===== config.mk =====
export PLATFORM = sky130hd
export DESIGN_NAME = call_button_conditioner
export DESIGN_NICKNAME = d
export VERILOG_FILES = /design/src/rtl/call_button_conditioner.sv
export SDC_FILE = /design/constraint.sdc
export NUM_CORES = 1
export LEC_CHECK = 0
export ABC_CLOCK_PERIOD_IN_PS = 1750
export BUFFER_PORTS_ARGS = -buffer_cell sky130_fd_sc_hd__buf_2
export CAP_MARGIN = 20
export CELL_PAD_IN_SITES_DETAIL_PLACEMENT = 0
export CELL_PAD_IN_SITES_GLOBAL_PLACEMENT = 1
export CORE_UTILIZATION = 40
export DETAILED_ROUTE_END_ITERATION = 7
export GPL_TIMING_DRIVEN = 0
export HOLD_SLACK_MARGIN = 0.05
export PLACE_DENSITY = 0.67
export SYNTH_ARGS = -nofsm -noshare
export SYNTH_HDL_FRONTEND = slang
export SYNTH_SLANG_ARGS = --single-unit

===== constraint.sdc =====
create_clock -name clk -period 1.75 [get_ports clk]
set_input_delay 0 -clock clk [delete_from_list [all_inputs] [get_ports clk]]
set_output_delay 0 -clock clk [all_outputs]
set_load 0.02 [all_outputs]

===== src/rtl/call_button_conditioner.sv =====
// Call-button front end: per-button 2-flop sync, debounce and rising-edge pulse.
// Optional `define CALL_LOCKOUT_EN adds a lockout input that blanks every output pulse.
module call_button_conditioner #(
    parameter int N_FLOORS        = 4,
    parameter int DEBOUNCE_CYCLES = 16,
    parameter int CNT_BITS        = $clog2(DEBOUNCE_CYCLES + 1)
) (
    input  logic                clk,
    input  logic                rst_n,
`ifdef CALL_LOCKOUT_EN
    input  logic                lockout,
`endif
    input  logic [N_FLOORS-1:0] raw_up,
    input  logic [N_FLOORS-1:0] raw_down,
    input  logic [N_FLOORS-1:0] raw_floor,
    output logic [N_FLOORS-1:0] ext_up,
    output logic [N_FLOORS-1:0] ext_down,
    output logic [N_FLOORS-1:0] ext_floor
);

    localparam int                NCH      = 3 * N_FLOORS;
    localparam logic [CNT_BITS-1:0] CNT_LAST = CNT_BITS'(DEBOUNCE_CYCLES - 1);

    // Channel order in the flattened vectors: [up | down | floor] from bit 0 upward.
    logic [NCH-1:0]      raw_all;
    logic [NCH-1:0]      sync1;
    logic [NCH-1:0]      sync2;
    logic [NCH-1:0]      stable;
    logic [NCH-1:0]      accept;
    logic [NCH-1:0]      rise;
    logic [NCH-1:0]      ch_mask;
    logic [NCH-1:0]      pulse_q;
    logic                out_en;
    logic [CNT_BITS-1:0] cnt [NCH];

    assign raw_all = {raw_floor, raw_down, raw_up};

`ifdef CALL_LOCKOUT_EN
    assign out_en = ~lockout;
`else
    assign out_en = 1'b1;
`endif

    // Up at the top floor and down at the ground floor can never be served.
    always_comb begin
        ch_mask               = '1;
        ch_mask[N_FLOORS-1]   = 1'b0;
        ch_mask[N_FLOORS]     = 1'b0;
    end

    always_comb begin
        accept = '0;
        for (int i = 0; i < NCH; i++) begin
            accept[i] = (sync2[i] != stable[i]) && (cnt[i] == CNT_LAST);
        end
        rise = accept & sync2;
    end

    // NOTE: sequential state uses non-blocking assignments so sync1->sync2 stays a true two-stage pipeline.
    always_ff @(posedge clk or negedge rst_n) begin
        if (!rst_n) begin
            sync1   <= '0;
            sync2   <= '0;
            stable  <= '0;
            pulse_q <= '0;
        end else begin
            sync1   <= raw_all;
            sync2   <= sync1;
            stable  <= stable ^ accept;
            pulse_q <= rise & ch_mask & {NCH{out_en}};
        end
    end

    // NOTE: the counter array is small flop storage, not RAM, so it is reset like any other state.
    always_ff @(posedge clk or negedge rst_n) begin
        if (!rst_n) begin
            for (int i = 0; i < NCH; i++) cnt[i] <= '0;
        end else begin
            for (int i = 0; i < NCH; i++) begin
                if (sync2[i] == stable[i] || accept[i]) cnt[i] <= '0;
                else                                     cnt[i] <= cnt[i] + CNT_BITS'(1);
            end
        end
    end

    assign ext_up    = pulse_q[N_FLOORS-1:0];
    assign ext_down  = pulse_q[2*N_FLOORS-1:N_FLOORS];
    assign ext_floor = pulse_q[3*N_FLOORS-1:2*N_FLOORS];

endmodule


==> results of run 1 <==
-- metal layers --
layer	share of wire [%]	GRT usage, %	up-vias
met3	3.9	4.58	8
met2	45	19.0	29
li1	-	-	1037
met4	2.0	6.72	0
met5	0	0	-
met1	49	17.1	996
-- final timing paths --
check	from	endpoint	slack (ns)	cells past startpoint
worst max-delay path	cnt[0]	cnt[3]	0.21	5
worst min-delay path	rst_n	sync2[1]	0.12	2
worst max register to register	cnt[0]	cnt[3]	0.21	5
worst min register to register	sync1[10]	sync2[10]	0.35	0
max in group asynchronous	rst_n	sync1[11]	1.02	3
min in group clk	raw_floor[2]	sync1[10]	0.28	2
-- power by group --
group / internal, W / leakage, nW / switching [W]
combinational: 0.000107 / 0.596 / 0.000110
sequential: 0.00216 / 1.19 / 0.0000606
clock: 0.000810 / 0.107 / 0.000723
-- cell type report --
cell class	instances	area (µm²)	area share, %
buffer	2	15.0	0.364
clock buffer	10	128	3.10
clock inverter	6	90.1	2.19
inverter	20	75.1	1.82
multi-input combinational	162	1180	28.7
sequential	90	2250	54.7
tap	105	131	3.19
timing repair buffer	33	245	5.95
-- placed cells by master (no fill, tap or decap), drive strengths merged --
master / n
o21bai: 10
dfrtp: 90
clkinvlp: 1
ha: 20
nand2: 10
dlygate4sd3: 11
nor3b: 10
inv: 21
bufinv: 2
clkinv: 2
nor2: 10
nor4: 10
xnor2: 20
nor3: 30
conb: 2
a21oi: 10
clkbuf: 10
and3: 10
and4: 10
o21ai: 10
buf: 24
-- metrics by stage --
stage / total power (W) / setup WS [ns]
3_5_place_dp: 0.00246 / 0.249
4_1_cts: 0.00405 / 0.203
2_1_floorplan: 0.00237 / 0.368
5_1_grt: 0.00415 / 0.108
6_report: 0.00397 / 0.215
3_3_place_gp: 0.00245 / -0.212
-- worst max-delay path, delay by kind of cell, from the launching register on --
family | cells | cell delay (ns)
adder cells (fa/ha/maj) | 2 | 0.49
flip-flops | 1 | 0.42
AND/OR/NAND/NOR | 2 | 0.32
AO/OA/AOI/OAI | 1 | 0.20
-- logic make-up after synthesis --
group	Yosys count
AOI/OAI and AO/OA	30
xor gates and xnor gates	20
adders and majority gates	20
buffers and inverters	22
DFF	90
other	1
and+or+nand+nor	90
-- what timing repair did --
| item | in CTS | in global routing |
|---|---|---|
| setup buffers | 0 | 0 |
| setup endpoints to repair | 0 | 0 |
| endpoints found under the hold margin | 100 | 0 |
| hold buffers | 11 | 0 |
==> results.sh, run 1 <==
export IMPL_status="finished clean"
export IMPL_ir_drop_uv=461
export IMPL_coreArea_mm2=0.00838
export IMPL_viasPerCell=4.84
export IMPL_fillers=761
export IMPL_arrival_ns=1.79
export IMPL_die_y_um=95.8
export IMPL_synth_top_area_share_pct=63.9
export IMPL_cts_tree="done"
export IMPL_synth_common_cells="dfrtp_1, nor3_1, ha_1, inv_1, xnor2_1"
export IMPL_path_cells="ha_1, and3_1, ha_1, o21bai_1, nor4_2"
export IMPL_start_util_pct=42.0
export IMPL_dr_pass1_iters=4
export IMPL_clock_sinks=90
export IMPL_path_class="flip-flop to flip-flop"
export IMPL_drive_gt1_share_pct=15.2
export IMPL_numCtsBuffers=9
export IMPL_ys_ff_latch=90
export IMPL_synth_compound_area_share_pct=4.97
export IMPL_final_core_util_pct=49.2
export IMPL_max_freq_ghz=0.651
export IMPL_drc=0
export IMPL_synthCells=273
export IMPL_core_rowCount=33
export IMPL_place_inst=401
export IMPL_ctsHtreeMaxLevel=3
export IMPL_fp_dieW_um=95.8
export IMPL_synthToLayoutAreaGrowth_pct=17.0
export IMPL_power_leakage_nw=1.89
export IMPL_antenna_found_initial=0
export IMPL_holdWs_ns=0.122
export IMPL_grt_pass1_vias=2027
export IMPL_yosysUniqueCellTypes=16
export IMPL_yosys_most_used_dff="dfrtp_1"
export IMPL_globalRouteOverflowTotal=0
export IMPL_wl_per_cell_um=11.6
export IMPL_first_iter_violations=73
export IMPL_layoutNonFillerInstCount=428
export IMPL_dp_hpwl_um=3110
export IMPL_synth_area_leaders="dfrtp_1, ha_1, xnor2_1"
export IMPL_synth_warnings=0
export IMPL_post_route_min_period_ns=1.54
export IMPL_layout_nets=352
export IMPL_syn_avg_cell_area_um2=12.9
export IMPL_synth_edf_count=0
export IMPL_root_buffer="clkbuf_8"
export IMPL_synth_async_reset_ratio_pct=100
export IMPL_synth_fa_ha_area_share_pct=7.10
export IMPL_cap_violations=0
export IMPL_grt_pass1_wl_um=9030
export IMPL_setup_viol_count_final=0
export IMPL_die_area_mm2=0.00918
export IMPL_hold_path_class="input pin to async pin"
export IMPL_worst_ep_required_time_ns=2.00
export IMPL_grt_max_degree=61
export IMPL_vias=2070
export IMPL_fin_worst_skew_ns=0.0116
export IMPL_final_area_mm2=0.00412
export IMPL_tightest_slew_ns=0.524
export IMPL_synth_xor_area_share_pct=4.97
export IMPL_ctsResizeCount=0
export IMPL_hold_viol=0
export IMPL_dpl_cell_area_mm2=0.00379
export IMPL_power_per_cell_area_mw_per_mm2=963
export IMPL_synth_area_mm2=0.00352
export IMPL_yosysMostFrequentCell="dfrtp_1"
export IMPL_synth_seq_area_share_pct=63.9
export IMPL_critPathMostFrequentCell="ha_1"
export IMPL_cp_slowest_cell="dfrtp_1"
export IMPL_io_pins=26
export IMPL_clockBufferDepth=2
export IMPL_port_buffer_count=21
export IMPL_gp_congestion=0.757
export IMPL_yosys_area_share_simple_pct=16.3
export IMPL_period_share_pct=87.7
export IMPL_routed_wl_um=4970
export IMPL_finalSetupTns_ns=0
export IMPL_maxSlewHeadroom_pct=64.8
export IMPL_critPathMaxStageDelay_ns=0.42
export IMPL_start_kind="flip-flop"
export IMPL_grt_usage_pct=13.0
export IMPL_rsz0062_at_grt="false"
export IMPL_slew_viol_final=0
export IMPL_synth_top_area_cell="dfrtp_1"
export IMPL_synth_mux_area_share_pct=0
export IMPL_n_antenna_cell=0
export IMPL_path_clk_slew_ns=0.09
export IMPL_crit_fanout=7
export IMPL_synth_top_family_by_area="simple AND/OR/NAND/NOR gates"
export IMPL_critPathCaptureType="flip-flop"
export IMPL_final_antenna_net_count=0
export IMPL_insertion_delay_ns=0.36
Note: power is estimated with default switching activity, not from simulation.
==> run 2: changes to the inputs <==
CTS_CLUSTER_SIZE = 20   (was unset)
PLACE_DENSITY = unset   (was 0.67)
PLACE_DENSITY_LB_ADDON = 0.15   (was unset)
REMOVE_ABC_BUFFERS = 1   (was unset)
==> results.sh, run 2 (synthesis gave the netlist of run 1 again) <==
export IMPL_status="finished clean"
export IMPL_die_y_um=95.8
export IMPL_critPathMostFrequentCell="ha_1"
export IMPL_antenna_found_initial=0
export IMPL_routed_wl_um=5010
export IMPL_start_kind="flip-flop"
export IMPL_cp_depth=5
export IMPL_port_buffer_count=21
export IMPL_period_share_pct=87.7
export IMPL_cap_violations=0
export IMPL_hold_viol=0
export IMPL_path_class="flip-flop to flip-flop"
export IMPL_tightest_slew_ns=0.547
export IMPL_grt_max_degree=51
export IMPL_cts_tree="done"
export IMPL_critPathMaxStageDelay_ns=0.42
export IMPL_finalSetupTns_ns=0
export IMPL_drc=0
export IMPL_io_pins=26
export IMPL_die_area_mm2=0.00918
export IMPL_fin_worst_skew_ns=0.00985
export IMPL_dp_hpwl_um=3200
export IMPL_ir_drop_uv=385
export IMPL_final_antenna_net_count=0
export IMPL_fillers=760
export IMPL_max_freq_ghz=0.652
export IMPL_power_leakage_nw=1.89
export IMPL_path_buf_inv=0
export IMPL_crit_family="adder cells"
export IMPL_ctsResizeCount=0
export IMPL_fin_ws_ns=0.216
export IMPL_clock_sinks=90
export IMPL_layout_nets=350
export IMPL_hold_buffers=11
export IMPL_n_antenna_cell=0
export IMPL_critPathCaptureType="flip-flop"
export IMPL_maxSlewHeadroom_pct=63.3
export IMPL_r2r_end="cnt[13]"
export IMPL_cp_slowest_cell="dfrtp_1"
export IMPL_start_util_pct=42.0
export IMPL_dr_pass1_iters=4
export IMPL_grt_pass1_wl_um=9070
export IMPL_pre_cts_ws_ns=0.227
export IMPL_switching_power_w=0.000851
export IMPL_arrival_ns=1.79
export IMPL_power_per_cell_area_mw_per_mm2=990
export IMPL_ctsHtreeMaxLevel=3
export IMPL_seqPwrFrac_pct=54.3
export IMPL_grt_usage_pct=13.1
export IMPL_root_buffer="clkbuf_8"
export IMPL_worst_ep_required_time_ns=2.00
export IMPL_pwr_share_clk_pct=40.5
export IMPL_rsz0062_at_grt="false"
export IMPL_rr_worst_depth=5
export IMPL_mostFrequentLayoutCells="dfrtp_1, nor3_1"
export IMPL_path_cells="ha_1, and3_1, ha_1, o21bai_1, nor4_2"
export IMPL_insertion_delay_ns=0.35
export IMPL_vias=2063
export IMPL_switching_share_pct=20.8
export IMPL_fp_dieW_um=95.8
export IMPL_gp_congestion=0.681
export IMPL_globalRouteOverflowTotal=0
export IMPL_p_int_w=0.00324
export IMPL_final_core_util_pct=49.2
export IMPL_post_route_min_period_ns=1.53
export IMPL_crit_fanout=7
export IMPL_hold_path_class="input pin to async pin"
export IMPL_path_clk_slew_ns=0.08
export IMPL_slew_viol_final=0
export IMPL_core_rowCount=33
export IMPL_clockBufferDepth=2
export IMPL_final_common_cell="dfrtp_1"
export IMPL_first_iter_violations=43
export IMPL_setup_viol_count_final=0
export IMPL_wl_per_cell_um=11.8
export IMPL_synthToLayoutAreaGrowth_pct=17.2
export IMPL_numCtsBuffers=9
export IMPL_coreArea_mm2=0.00838
export IMPL_pwr_share_comb_pct=5.2
export IMPL_drive_gt1_share_pct=14.7
export IMPL_endpoint="cnt[13]"
export IMPL_viasPerCell=4.85
export IMPL_rrSetupSlack_ns=0.22
export IMPL_grt_pass1_vias=2014
export IMPL_r2r_start="cnt[10]"
export IMPL_startpoint="cnt[10]"
export IMPL_postCtsSetupBuffers=0
-- run 2: worst min path at each step --
| stage | depth (start not counted) | startpoint | slack, ns | to |
|---|---|---|---|---|
| 6_report | 2 | rst_n | 0.16 | cnt[47] |
| 4_1_cts | 2 | rst_n | 0.17 | cnt[47] |
| 5_1_grt | 2 | rst_n | 0.21 | cnt[47] |
| 3_5_place_dp | 1 | rst_n | 0.02 | cnt[47] |
| 2_1_floorplan | 0 | rst_n | -0.30 | async pin |
| 3_3_place_gp | 1 | raw_up[1] | 0.11 | sync1[1] |
-- run 2: per-layer routing --
metal	part of all wire [%]	wire (µm)	global-route usage, %
met5	0	0	0
met4	2.1	105	6.34
met3	3.5	175	4.98
met2	45	2230	19.7
met1	50	2500	16.7
-- run 2: layout make-up --
| cell class | count | area [µm²] | share of cell area [%] |
|---|---|---|---|
| flip-flops and latches | 90 | 2250 | 54.6 |
| multi-input cells | 162 | 1180 | 28.7 |
| repair buffers | 33 | 245 | 5.94 |
| clock buffers | 10 | 138 | 3.33 |
| well taps | 105 | 131 | 3.18 |
| clock inverters | 5 | 103 | 2.49 |
| inverters | 20 | 75.1 | 1.82 |
-- run 2: power groups by stage --
stage | sequential, W | combinational (W) | clock (W)
3_5_place_dp | 0.00226 | 0.000202 | 0
4_1_cts | 0.00222 | 0.000221 | 0.00173
3_3_place_gp | 0.00226 | 0.000191 | 0
5_1_grt | 0.00223 | 0.000249 | 0.00181
2_1_floorplan | 0.00224 | 0.000122 | 0
6_report | 0.00222 | 0.000213 | 0.00166
-- run 2: stage by stage --
| step | std cells | instance area (µm²) | power (W) | hold slack (ns) |
|---|---|---|---|---|
| 2_1_floorplan | 272 | 3510 | 0.00237 | -0.296 |
| 3_3_place_gp | 398 | 3750 | 0.00245 | 0.108 |
| 3_5_place_dp | 399 | 3780 | 0.00246 | 0.0211 |
| 4_1_cts | 425 | 4130 | 0.00417 | 0.169 |
| 5_1_grt | 425 | 4130 | 0.00429 | 0.214 |
| 6_report | 425 | 4130 | 0.00409 | 0.164 |
==> run 3: changes to the inputs <==
ABC_AREA = 1   (was unset)
MAX_ROUTING_LAYER = met4   (was unset)
RECOVER_POWER = 25   (was unset)
==> results.sh, run 3 <==
export IMPL_status="finished clean"
export IMPL_post_route_min_period_ns=1.36
export IMPL_power_leakage_nw=2.10
export IMPL_io_pins=26
export IMPL_hold_buffers=11
export IMPL_rsz0062_at_grt="false"
export IMPL_fin_ws_ns=0.387
export IMPL_die_y_um=97.3
export IMPL_clock_sinks=90
export IMPL_fin_worst_skew_ns=0.00777
export IMPL_gp_congestion=0.781
export IMPL_period_share_pct=77.9
export IMPL_synth_common_cells="dfrtp_1, nor2_1, inv_1, nand2_1, ha_1"
export IMPL_yosysUniqueCellTypes=15
export IMPL_ir_drop_uv=461
export IMPL_seqPwrFrac_pct=55.0
export IMPL_first_iter_violations=89
export IMPL_insertion_delay_ns=0.34
export IMPL_final_antenna_net_count=0
export IMPL_power_w=0.00404
export IMPL_pwr_share_comb_pct=5.5
export IMPL_pwr_share_clk_pct=39.5
export IMPL_synth_compound_area_share_pct=2.34
export IMPL_dr_pass1_iters=4
export IMPL_final_common_cell="dfrtp_1"
export IMPL_critPathCaptureType="flip-flop"
export IMPL_layoutNonFillerInstCount=499
export IMPL_pre_cts_ws_ns=0.389
export IMPL_critPathMaxStageDelay_ns=0.42
export IMPL_grt_pass1_wl_um=9280
export IMPL_die_area_mm2=0.00946
export IMPL_core_rowCount=34
export IMPL_hold_path_class="input pin to async pin"
export IMPL_arrival_ns=1.64
export IMPL_ctsResizeCount=0
export IMPL_numCtsBuffers=9
export IMPL_mostFrequentLayoutCells="dfrtp_1, nor2_1, inv_1, nand2_1"
export IMPL_ys_ff_latch=90
export IMPL_synth_top_family_by_area="simple AND/OR/NAND/NOR gates"
export IMPL_clockBufferDepth=2
export IMPL_root_buffer="clkbuf_8"
export IMPL_final_core_util_pct=48.3
export IMPL_synth_edf_count=0
export IMPL_yosysMostFrequentCell="dfrtp_1"
export IMPL_grt_usage_pct=12.5
export IMPL_layout_nets=420
export IMPL_switching_power_w=0.000865
export IMPL_switching_share_pct=21.4
export IMPL_hold_viol=0
export IMPL_routed_wl_um=4840
export IMPL_synth_mux_area_share_pct=0
export IMPL_syn_avg_cell_area_um2=10.6
export IMPL_drive_gt1_share_pct=15.1
export IMPL_start_util_pct=41.4
export IMPL_synthToLayoutAreaGrowth_pct=16.6
export IMPL_wl_per_cell_um=9.69
export IMPL_worst_ep_required_time_ns=2.02
export IMPL_dp_hpwl_um=3290
export IMPL_viasPerCell=4.40
export IMPL_synth_top_area_share_pct=62.0
export IMPL_fillers=829
export IMPL_coreArea_mm2=0.00876
export IMPL_synth_xor_area_share_pct=2.41
export IMPL_synth_async_reset_ratio_pct=100
export IMPL_synth_top_area_cell="dfrtp_1"
export IMPL_synth_area_leaders="dfrtp_1, nor2_1, ha_1"
export IMPL_crit_fanout=5
export IMPL_cap_violations=0
export IMPL_vias=2195
export IMPL_start_kind="flip-flop"
export IMPL_n_antenna_cell=0
export IMPL_final_area_mm2=0.00423
export IMPL_fp_dieW_um=97.3
export IMPL_port_buffer_count=21
export IMPL_grt_pass1_vias=2255
export IMPL_yosys_area_share_simple_pct=20.6
export IMPL_max_freq_ghz=0.734
export IMPL_power_per_cell_area_mw_per_mm2=954
export IMPL_grt_max_degree=64
export IMPL_slew_viol_final=0
export IMPL_setup_viol_count_final=0
export IMPL_path_cells="ha_1, nand2_1, nor2_1, ha_1, a21oi_2, nand2_2, nor2_1"
export IMPL_globalRouteOverflowTotal=0
export IMPL_place_inst=472
export IMPL_drc=0
export IMPL_synth_fa_ha_area_share_pct=6.89
export IMPL_synth_seq_area_share_pct=62.0
export IMPL_path_clk_slew_ns=0.08
export IMPL_tightest_slew_ns=0.719
export IMPL_yosys_most_used_dff="dfrtp_1"
export IMPL_dpl_cell_area_mm2=0.00389
export IMPL_synthCells=343
export IMPL_crit_family="adder cells"
export IMPL_ctsHtreeMaxLevel=3
export IMPL_postCtsSetupBuffers=0
export IMPL_antenna_found_initial=0
export IMPL_path_buf_inv=0
export IMPL_maxSlewHeadroom_pct=52.1
export IMPL_synth_area_mm2=0.00363
export IMPL_p_int_w=0.00318
export IMPL_path_class="flip-flop to flip-flop"
export IMPL_cts_tree="done"
export IMPL_synth_warnings=0
export IMPL_cp_slowest_cell="dfrtp_1"
-- run 3: changes by cell type after synthesis, sizes merged, moves of 30 or more --
| cell | before | now |
|---|---|---|
| nor3 | 30 | 0 |
| nor2 | 10 | 70 |
| nand2 | 10 | 60 |
| inv | 20 | 50 |
-- run 3: per-stage QoR --
step / setup TNS [ns] / hold slack (ns)
after global routing: 0 / 0.275
final: 0 / 0.232
after detailed placement: 0 / -0.0490
after global placement: -16.18 / 0.108
after floorplan: 0 / -0.296
after CTS: 0 / 0.105
-- run 3: routing by layer --
metal  global-route usage, %  part of all wire (%)  vias to the layer above  wire length (µm)
met2                    19.4                    44                       27              2130
met3                    4.39                   4.0                        8               191
li1                        -                     -                     1142                 -
met1                    15.0                    50                     1018              2440
met4                    4.75                   1.6                        0                75
met5                       -                     0                        -                 0
-- run 3: layout make-up --
type                    instances  area, µm²  share of cell area, %
repair buffers                 33        243                   5.73
well taps                     108        135                   3.19
flip-flops and latches         90       2250                   53.2
clock buffers                  12        165                   3.90
clock inverters                 4       72.6                   1.71
multi-input cells             202       1180                   27.8
inverters                      50        188                   4.43
-- run 3: cell families after synthesis --
kind of cell,after synthesis
simple gates,156
other cells,1
xor+xnor,10
buf+inv,52
fa+ha+maj,20
flops,90
compound gates,14
-- run 3: final timing paths --
check / from / depth (start not counted) / endpoint / slack (ns)
min in group clk: raw_floor[0] / 2 / sync1[8] / 0.29
setup reg to reg: cnt[45] / 7 / cnt[48] / 0.39
hold reg to reg: sync1[11] / 0 / sync2[11] / 0.35
setup / recovery: cnt[45] / 7 / cnt[48] / 0.39
hold / removal: rst_n / 2 / cnt[2] / 0.23
max in group asynchronous: rst_n / 3 / cnt[28] / 0.77
-- run 3: power by group through the flow --
stage,logic (W),registers [W],clock network (W)
5_1_grt,0.000266,0.00224,0.00174
6_report,0.000223,0.00222,0.00159
4_1_cts,0.000232,0.00222,0.00168
3_5_place_dp,0.000213,0.00227,0
2_1_floorplan,0.000131,0.00225,0
3_3_place_gp,0.000202,0.00226,0
